<file path="config.mk">
export PLATFORM = sky130hd
export DESIGN_NAME = spi_4094_master
export DESIGN_NICKNAME = d
export VERILOG_FILES = /design/src/rtl/spi_4094_master.sv
export SDC_FILE = /design/constraint.sdc
export NUM_CORES = 1
export LEC_CHECK = 0
export ABC_AREA = 1
export BUFFER_PORTS_ARGS = -buffer_cell sky130_fd_sc_hd__buf_2
export CAP_MARGIN = 20
export CELL_PAD_IN_SITES_DETAIL_PLACEMENT = 0
export CELL_PAD_IN_SITES_GLOBAL_PLACEMENT = 1
export CORE_MARGIN = 5
export CORE_UTILIZATION = 46
export DETAILED_ROUTE_END_ITERATION = 8
export GPL_TIMING_DRIVEN = 1
export PLACE_DENSITY_LB_ADDON = 0.1
export SYNTH_ARGS = -nofsm -noshare
export SYNTH_HDL_FRONTEND = slang
export SYNTH_SLANG_ARGS = --single-unit
</file>
<file path="constraint.sdc">
create_clock -name clk -period 3.3 [get_ports clk]
set_clock_uncertainty 0.1 [all_clocks]
set_input_delay 0.66 -clock clk [delete_from_list [all_inputs] [get_ports clk]]
set_output_delay 0.66 -clock clk [all_outputs]
set_load 0.02 [all_outputs]
</file>
<file path="src/rtl/spi_4094_master.sv">
// SPI master for the 74HC4094 chain: shifts a word out MSB first, strobes it to the
// chain outputs and captures the word shifted out of the chain's last stage.
//
// state  | meaning
// IDLE   | waiting for i_start, bus parked low
// LO     | SCK low half-period, MOSI presents tx MSB
// HI     | SCK high half-period, rx captured on entry
// STROBE | one settle cycle after the last SCK fall, then STROBE high for CLK_DIV cycles
// DONE   | o_done pulse with o_data valid; a new i_start is accepted here
module spi_4094_master #(
   parameter int NBITS   = 32,
   parameter int CLK_DIV = 4
) (
   input  logic             clk,
   input  logic             reset_n,
   input  logic             i_start,
   input  logic [NBITS-1:0] i_data,
   output logic             o_busy,
   output logic             o_done,
   output logic [NBITS-1:0] o_data,
   output logic             o_4094_clk,
   output logic             o_4094_data,
   output logic             o_4094_strobe,
   input  logic             i_4094_miso
);

   localparam int CW = $clog2(NBITS + 1);
   localparam int DW = (CLK_DIV > 1) ? $clog2(CLK_DIV) : 1;
   localparam logic [CW-1:0] CNT_LOAD = CW'(NBITS);
   localparam logic [CW-1:0] CNT_ONE  = CW'(1);
   localparam logic [DW-1:0] DIV_LOAD = DW'(CLK_DIV - 1);

   typedef enum logic [2:0] {
      IDLE   = 3'd0,
      LO     = 3'd1,
      HI     = 3'd2,
      STROBE = 3'd3,
      DONE   = 3'd4
   } state_t;

   state_t           state_q, state_d;
   logic [NBITS-1:0] tx_q, tx_d;
   logic [NBITS-1:0] rx_q, rx_d;
   logic [NBITS-1:0] rdata_q, rdata_d;
   logic [CW-1:0]    cnt_q, cnt_d;
   logic [DW-1:0]    div_q, div_d;
   logic             div_tc;

   assign div_tc = (div_q == '0);
   assign o_data = rdata_q;

   always_ff @(posedge clk or negedge reset_n) begin
      if (!reset_n) begin
         state_q <= IDLE;
         tx_q    <= '0;
         rx_q    <= '0;
         rdata_q <= '0;
         cnt_q   <= '0;
         div_q   <= '0;
      end else begin
         state_q <= state_d;
         tx_q    <= tx_d;
         rx_q    <= rx_d;
         rdata_q <= rdata_d;
         cnt_q   <= cnt_d;
         div_q   <= div_d;
      end
   end

   always_comb begin
      state_d       = state_q;
      tx_d          = tx_q;
      rx_d          = rx_q;
      rdata_d       = rdata_q;
      cnt_d         = cnt_q;
      div_d         = div_q;
      o_busy        = 1'b0;
      o_done        = 1'b0;
      o_4094_clk    = 1'b0;
      o_4094_data   = 1'b0;
      o_4094_strobe = 1'b0;

      unique case (state_q)
         IDLE: ;
         LO: begin
            o_busy      = 1'b1;
            o_4094_data = tx_q[NBITS-1];
            if (div_tc) begin
               div_d   = DIV_LOAD;
               rx_d    = {rx_q[NBITS-2:0], i_4094_miso};
               state_d = HI;
            end else begin
               div_d = div_q - 1'b1;
            end
         end
         HI: begin
            o_busy      = 1'b1;
            o_4094_clk  = 1'b1;
            o_4094_data = tx_q[NBITS-1];
            if (div_tc) begin
               div_d = DIV_LOAD;
               cnt_d = cnt_q - 1'b1;
               if (cnt_q != CNT_ONE) begin
                  tx_d    = tx_q << 1;
                  state_d = LO;
               end else begin
                  state_d = STROBE;
               end
            end else begin
               div_d = div_q - 1'b1;
            end
         end
         STROBE: begin
            o_busy = 1'b1;
            // bit counter is 0 on entry and doubles as the settle-cycle flag
            if (cnt_q == '0) begin
               cnt_d = CNT_ONE;
               div_d = DIV_LOAD;
            end else begin
               o_4094_strobe = 1'b1;
               if (div_tc) begin
                  rdata_d = rx_q;
                  state_d = DONE;
               end else begin
                  div_d = div_q - 1'b1;
               end
            end
         end
         DONE: begin
            o_done  = 1'b1;
            state_d = IDLE;
         end
         default: state_d = IDLE;
      endcase

      if (i_start && (state_q == IDLE || state_q == DONE)) begin
         tx_d    = i_data;
         cnt_d   = CNT_LOAD;
         div_d   = DIV_LOAD;
         state_d = LO;
      end
   end

endmodule

</file>
# --- Word level (Yosys, flattened, before mapping) ---
# Cells that the tools add are included.
totals:
  mem_bits_ro: 0
  out_inout_bits: 37
  in_bits: 36
  memories: 0
  latch_bits: 0
  register_bits: 107
  ramBits: 0
  elab_cells: 65
op_classes:
  eq_ne: 12
  mux: 26
  add_sub_neg: 2
  magnitude_cmp: 0
  n_mul: 0
  div_mod_pow: 0
  reduce_logical: 18
  n_bitwise: 1
  n_shift: 0
op_table:
  columns: ["op", "n"]
  rows:
  - ["32-bit two-way mux", 4]
  - ["6-bit two-way mux", 3]
  - ["3-bit two-way mux", 5]
  - ["3-bit != test (second input constant)", 5]
  - ["3-bit case mux with 4 select lines", 1]
  - ["6-bit case mux with 2 select lines", 1]
  - ["2-bit two-way mux", 5]
  - ["3-bit AND reduction", 3]
  - ["3-bit by 2-bit equality test with 1-bit output (second input constant)", 2]
  - ["6-bit zero test", 1]
  - ["1-bit two-way mux", 6]
  - ["6-bit by 1-bit != test with 1-bit output (second input constant)", 1]
  - ["2-bit nonzero test", 3]
  - ["3-bit nonzero test", 2]
  - ["6-bit by 1-bit subtractor with 6-bit output (second input constant)", 1]
  - ["5-bit AND reduction", 1]
  - ["4-bit != test (second input constant)", 1]
  - ["2-bit case mux with 2 select lines", 1]
  - ["2-bit AND reduction", 2]
  - ["3-bit by 1-bit equality test with 1-bit output (second input constant)", 1]
  - ["3-bit equality test (second input constant)", 1]
  - ["3-bit zero test", 1]
  - ["3-bit OR reduction", 1]
  - ["2-bit zero test", 1]
  - ["6 further kinds", 6]

# --- Logic depth before layout (Yosys ltp) ---
depth:
  depth_word: 5
  mapped_depth: 10
  mapped_depth_nobuf: 9

# --- Least setup slack after synthesis ---
# OpenSTA, ideal clock, no wires.
synth_path:
  path_kind: "flip-flop to output port"
  start: "register state_q[2]"
  end: "output o_4094_data"
  stages_incl_launch_ff: 5
  path_buffers: 0
  path_slack_ns: 1.518
  required_ns: 2.540
  arrival_ns: 1.022
  cell_sequence: "dfrtp_1 > inv_2 > nand2_2 > nor2_4 > o21a_1"
synth_via:
  elab_chain_len: 3
  word_cells_on_any_way: 4
  classes_between: "2 x eq/ne; 1 x mux; 1 x reduce/logical"
synth_rtl:
  columns: ["item", "line", "rtl"]
  rows:
  - ["start, declared", "41", "state_t state_q, state_d;"]
  - ["start signal, assigned", "61", "state_q <= state_d;"]
  - ["3-bit by 2-bit equality test with 1-bit output / 3-bit by 1-bit equality test with 1-bit output (equally long branches)", "83", "unique case (state_q)"]
  - ["2-bit OR reduction (no source line) *", null, null]
  - ["1-bit two-way mux *", "83", null]
  - ["end, declared", "22", "output logic o_4094_data,"]
# Every way passes the cells marked *; elsewhere a longest branch is shown, timed or not.

# --- Worst setup path in the final report ---
layout_path:
  start: "register cnt_q[0]"
  end: "output o_4094_strobe"
layout_via:
  elab_chain_len: 3
layout_rtl:
  columns: ["item", "line", "rtl"]
  rows:
  - ["start, declared", "45", "logic [CW-1:0] cnt_q, cnt_d;"]
  - ["start signal, assigned", "65", "cnt_q <= cnt_d;"]
  - ["6-bit zero test", "116", "if (cnt_q == '0) begin"]
  - ["1-bit two-way mux", "116", null]
  - ["1-bit two-way mux", "83", null]
  - ["end, declared", "23", "output logic o_4094_strobe,"]
# Every way passes these cells.

==> results.yml <==
min_path:
  hp-class: "in -> async"
yosys:
  syn_avg_cell_area_um2: 8.89
  synthSimpleGateAreaFrac_pct: 23.7
  syn-instance-count: 520
  synth_top_family_by_area: "simple AND/OR/NAND/NOR gates"
  yosysSeqAreaShare_pct: 57.9
  ys_ff_latch: 107
  yosys_warnings: 0
  synthAdderAreaFrac_pct: 1.08
  synth_xor_area_share_pct: 0.568
  netlist.area_leader.share_pct: 57.9
  synth_nets: 560
  yosysTopAreaCell: "dfrtp_1"
  synthDistinctLibCells: 24
  synth_compound_area_share_pct: 8.77
  syn_area_um2: 4620
  synth_mux_area_share_pct: 0
  synthTopCellsByArea: "dfrtp_1, nand2_1, nand3_1"
cts:
  ctsHoldBuffers: 0
  cts_sinks: 107
  cts_tree: "yes"
  cts.clk_slew.worst_paths_ns: 0.09
  postCtsSetupBuffers: 0
  cts_max_path_buffers: 2
  post_cts_resized: 0
  cts_buffers: 9
  h-tree-depth: 3
  root_buffer: "clkbuf_8"
  clk_latency_ns: 0.39
setup_path:
  slowest_stage: "dfrtp_1"
  r2r_end: "tx_q[2]$_DFFE_PN0P_"
  r2r-start: "cnt_q[1]$_DFFE_PN0P_"
  worstPathArrival_ns: 1.50
  critPathBufInv: 3
  crit_path_max_fanout: 6
  startpoint: "cnt_q[0]$_DFFE_PN0P_"
  required_ns: 2.54
  critPathMaxStageDelay_ns: 0.41
  rrSetupSlack_ns: 1.06
  reg2reg_depth: 9
  crit_family: "flip-flops"
  cp_cell_sequence: "inv_1 -> ha_1 -> nand3_1 -> nand2_2 -> inv_2 -> buf_2"
  crit_type: "reg -> out"
  worstSetupEndpointType: "primary output"
  worstSetupStartpointType: "flop"
cells_and_area:
  final_common_cell: "nand2_1"
  final_cell_mix: "nand2_1, dfrtp_1, buf_2, nand3_1, inv_1"
  layout.area.seq_um2: 2680
  nNetsFinal: 625
  syn_to_final_growth_pct: 13.5
  antenna_cells: 0
  layout-drive-gt1-share_pct: 19.3
  fill_cells: 951
  multi_input_area_um2: 1580
timing:
  finalCriticalPeriod_ns: 2.26
  fmax_mhz: 442
  report.final.slew_viol_count: 0
  report.final.hold_viol_count: 0
  slew_headroom_pct: 35.1
  min_period_over_period_pct: 68.6
  fin_setup_tns_ns: 0
  rsz0062_at_grt: "no"
  setup_viol: 0
  worst_pin_slew_ns: 0.970
power_and_ir_drop:
  power_uw: 3880
  p_leak_uw: 0.00263
  power_density_nw_per_um2: 739
  vdd_drop_max_v: 0.000374
routing:
  top_layer: "met4"
  vias_per_cell: 4.80
  dr_wl_met3_um: 491
  finalWirelength_um: 9330
  wl_met1_um: 4460
  vias: 3468
  wl_met2_um: 4270
  drc: 0
  first_pass_iters: 4
  ant_nets: 0
  drt_iter0_markers: 194
  post_drt_wl_per_cell_um: 12.9
die:
  num_rows: 36
  start_util_pct: 47.3
  core_um2: 9770
  die_y_um: 110
  dieArea_um2: 12200
  die_w_um: 110
  io_pins: 73
global_routing:
  grt_max_degree: 65
  grt_usage_pct: 16.4
  overflow: 0
  grt_pass1_wl_um: 15400
  grt_pass1_vias: 3131
  antenna_found_initial: 0
place:
  port_buffers: 72
  hpwl_um: 6230
  place_congestion: 0.784
outcome:
  status: "completed"
job:
  drv_cap: 0
synth_stat cells:
cell type,count
dfrtp_1,107
nand3_1,70
nand2_2,5
nand4_1,1
a21oi_1,1
buf_6,10
nor2_1,13
o21ai_2,4
nor2_2,3
o21ai_1,27
inv_1,47
inv_2,4
buf_2,7
xor2_1,2
clkbuf_1,8
o21ai_0,38
o22ai_1,3
nand2_1,158
nor2_4,4
o21bai_1,1
xnor2_1,1
a31oi_1,1
ha_1,4
o21a_1,1
area by class of cell:
| class | instances | area share (%) |
|---|---|---|
| tap | 133 | 3.17 |
| inverter | 51 | 3.65 |
| sequential | 107 | 51.0 |
| multi-input combinational | 337 | 30.0 |
| clock buffer | 11 | 2.69 |
| clock inverter | 5 | 1.29 |
| timing repair buffer | 79 | 8.15 |
cells by family (layout without fill, tap and decap cells):
logic type / count (synthesis) / after routing
compound gates: 76 / 76
simple gates: 254 / 254
fa+ha+maj: 4 / 4
xor+xnor: 3 / 3
buf+inv: 76 / 146
flops: 107 / 107
power by group:
| part | internal, µW | switching [µW] |
|---|---|---|
| clock | 385 | 468 |
| sequential | 1620 | 180 |
| combinational | 420 | 808 |
| total | 2420 | 1460 |
per-layer routing:
metal  global-route usage [%]  vias to the layer above
met1                     22.8                     1620
met2                     24.7                       54
li1                         -                     1786
met3                     5.42                        8
met5                        0                        -
met4                     5.01                        0
state kept, by name, indices dropped and copies added (netlist names):
register and cells:
o_data 32, div_q 2, tx_q 32, state_q 3
cnt_q 6, rx_q 32
metrics by stage:
stage	utilization [%]	cell area [µm²]	hold WS, ns	setup WS [ns]	cells
floorplan	-	4620	0.264	1.52	520
global placement	51.5	5040	0.360	1.14	707
detailed placement	51.5	5040	0.365	1.07	707
CTS	53.7	5250	0.205	1.01	723
global route	53.7	5250	0.238	0.809	723
finish	53.7	5250	0.201	1.04	723
worst max-delay path by stage:
stage / to / slack (ns) / cells after the start
floorplan: o_4094_data / 1.52 / 4
global placement: tx_q[30]$_DFFE_PN0P_ / 1.14 / 8
detailed placement: tx_q[16]$_DFFE_PN0P_ / 1.07 / 9
CTS: o_4094_strobe / 1.01 / 6
global route: tx_q[10]$_DFFE_PN0P_ / 0.81 / 8
finish: o_4094_strobe / 1.04 / 6
No activity file was read; power rests on OpenSTA's default activity.
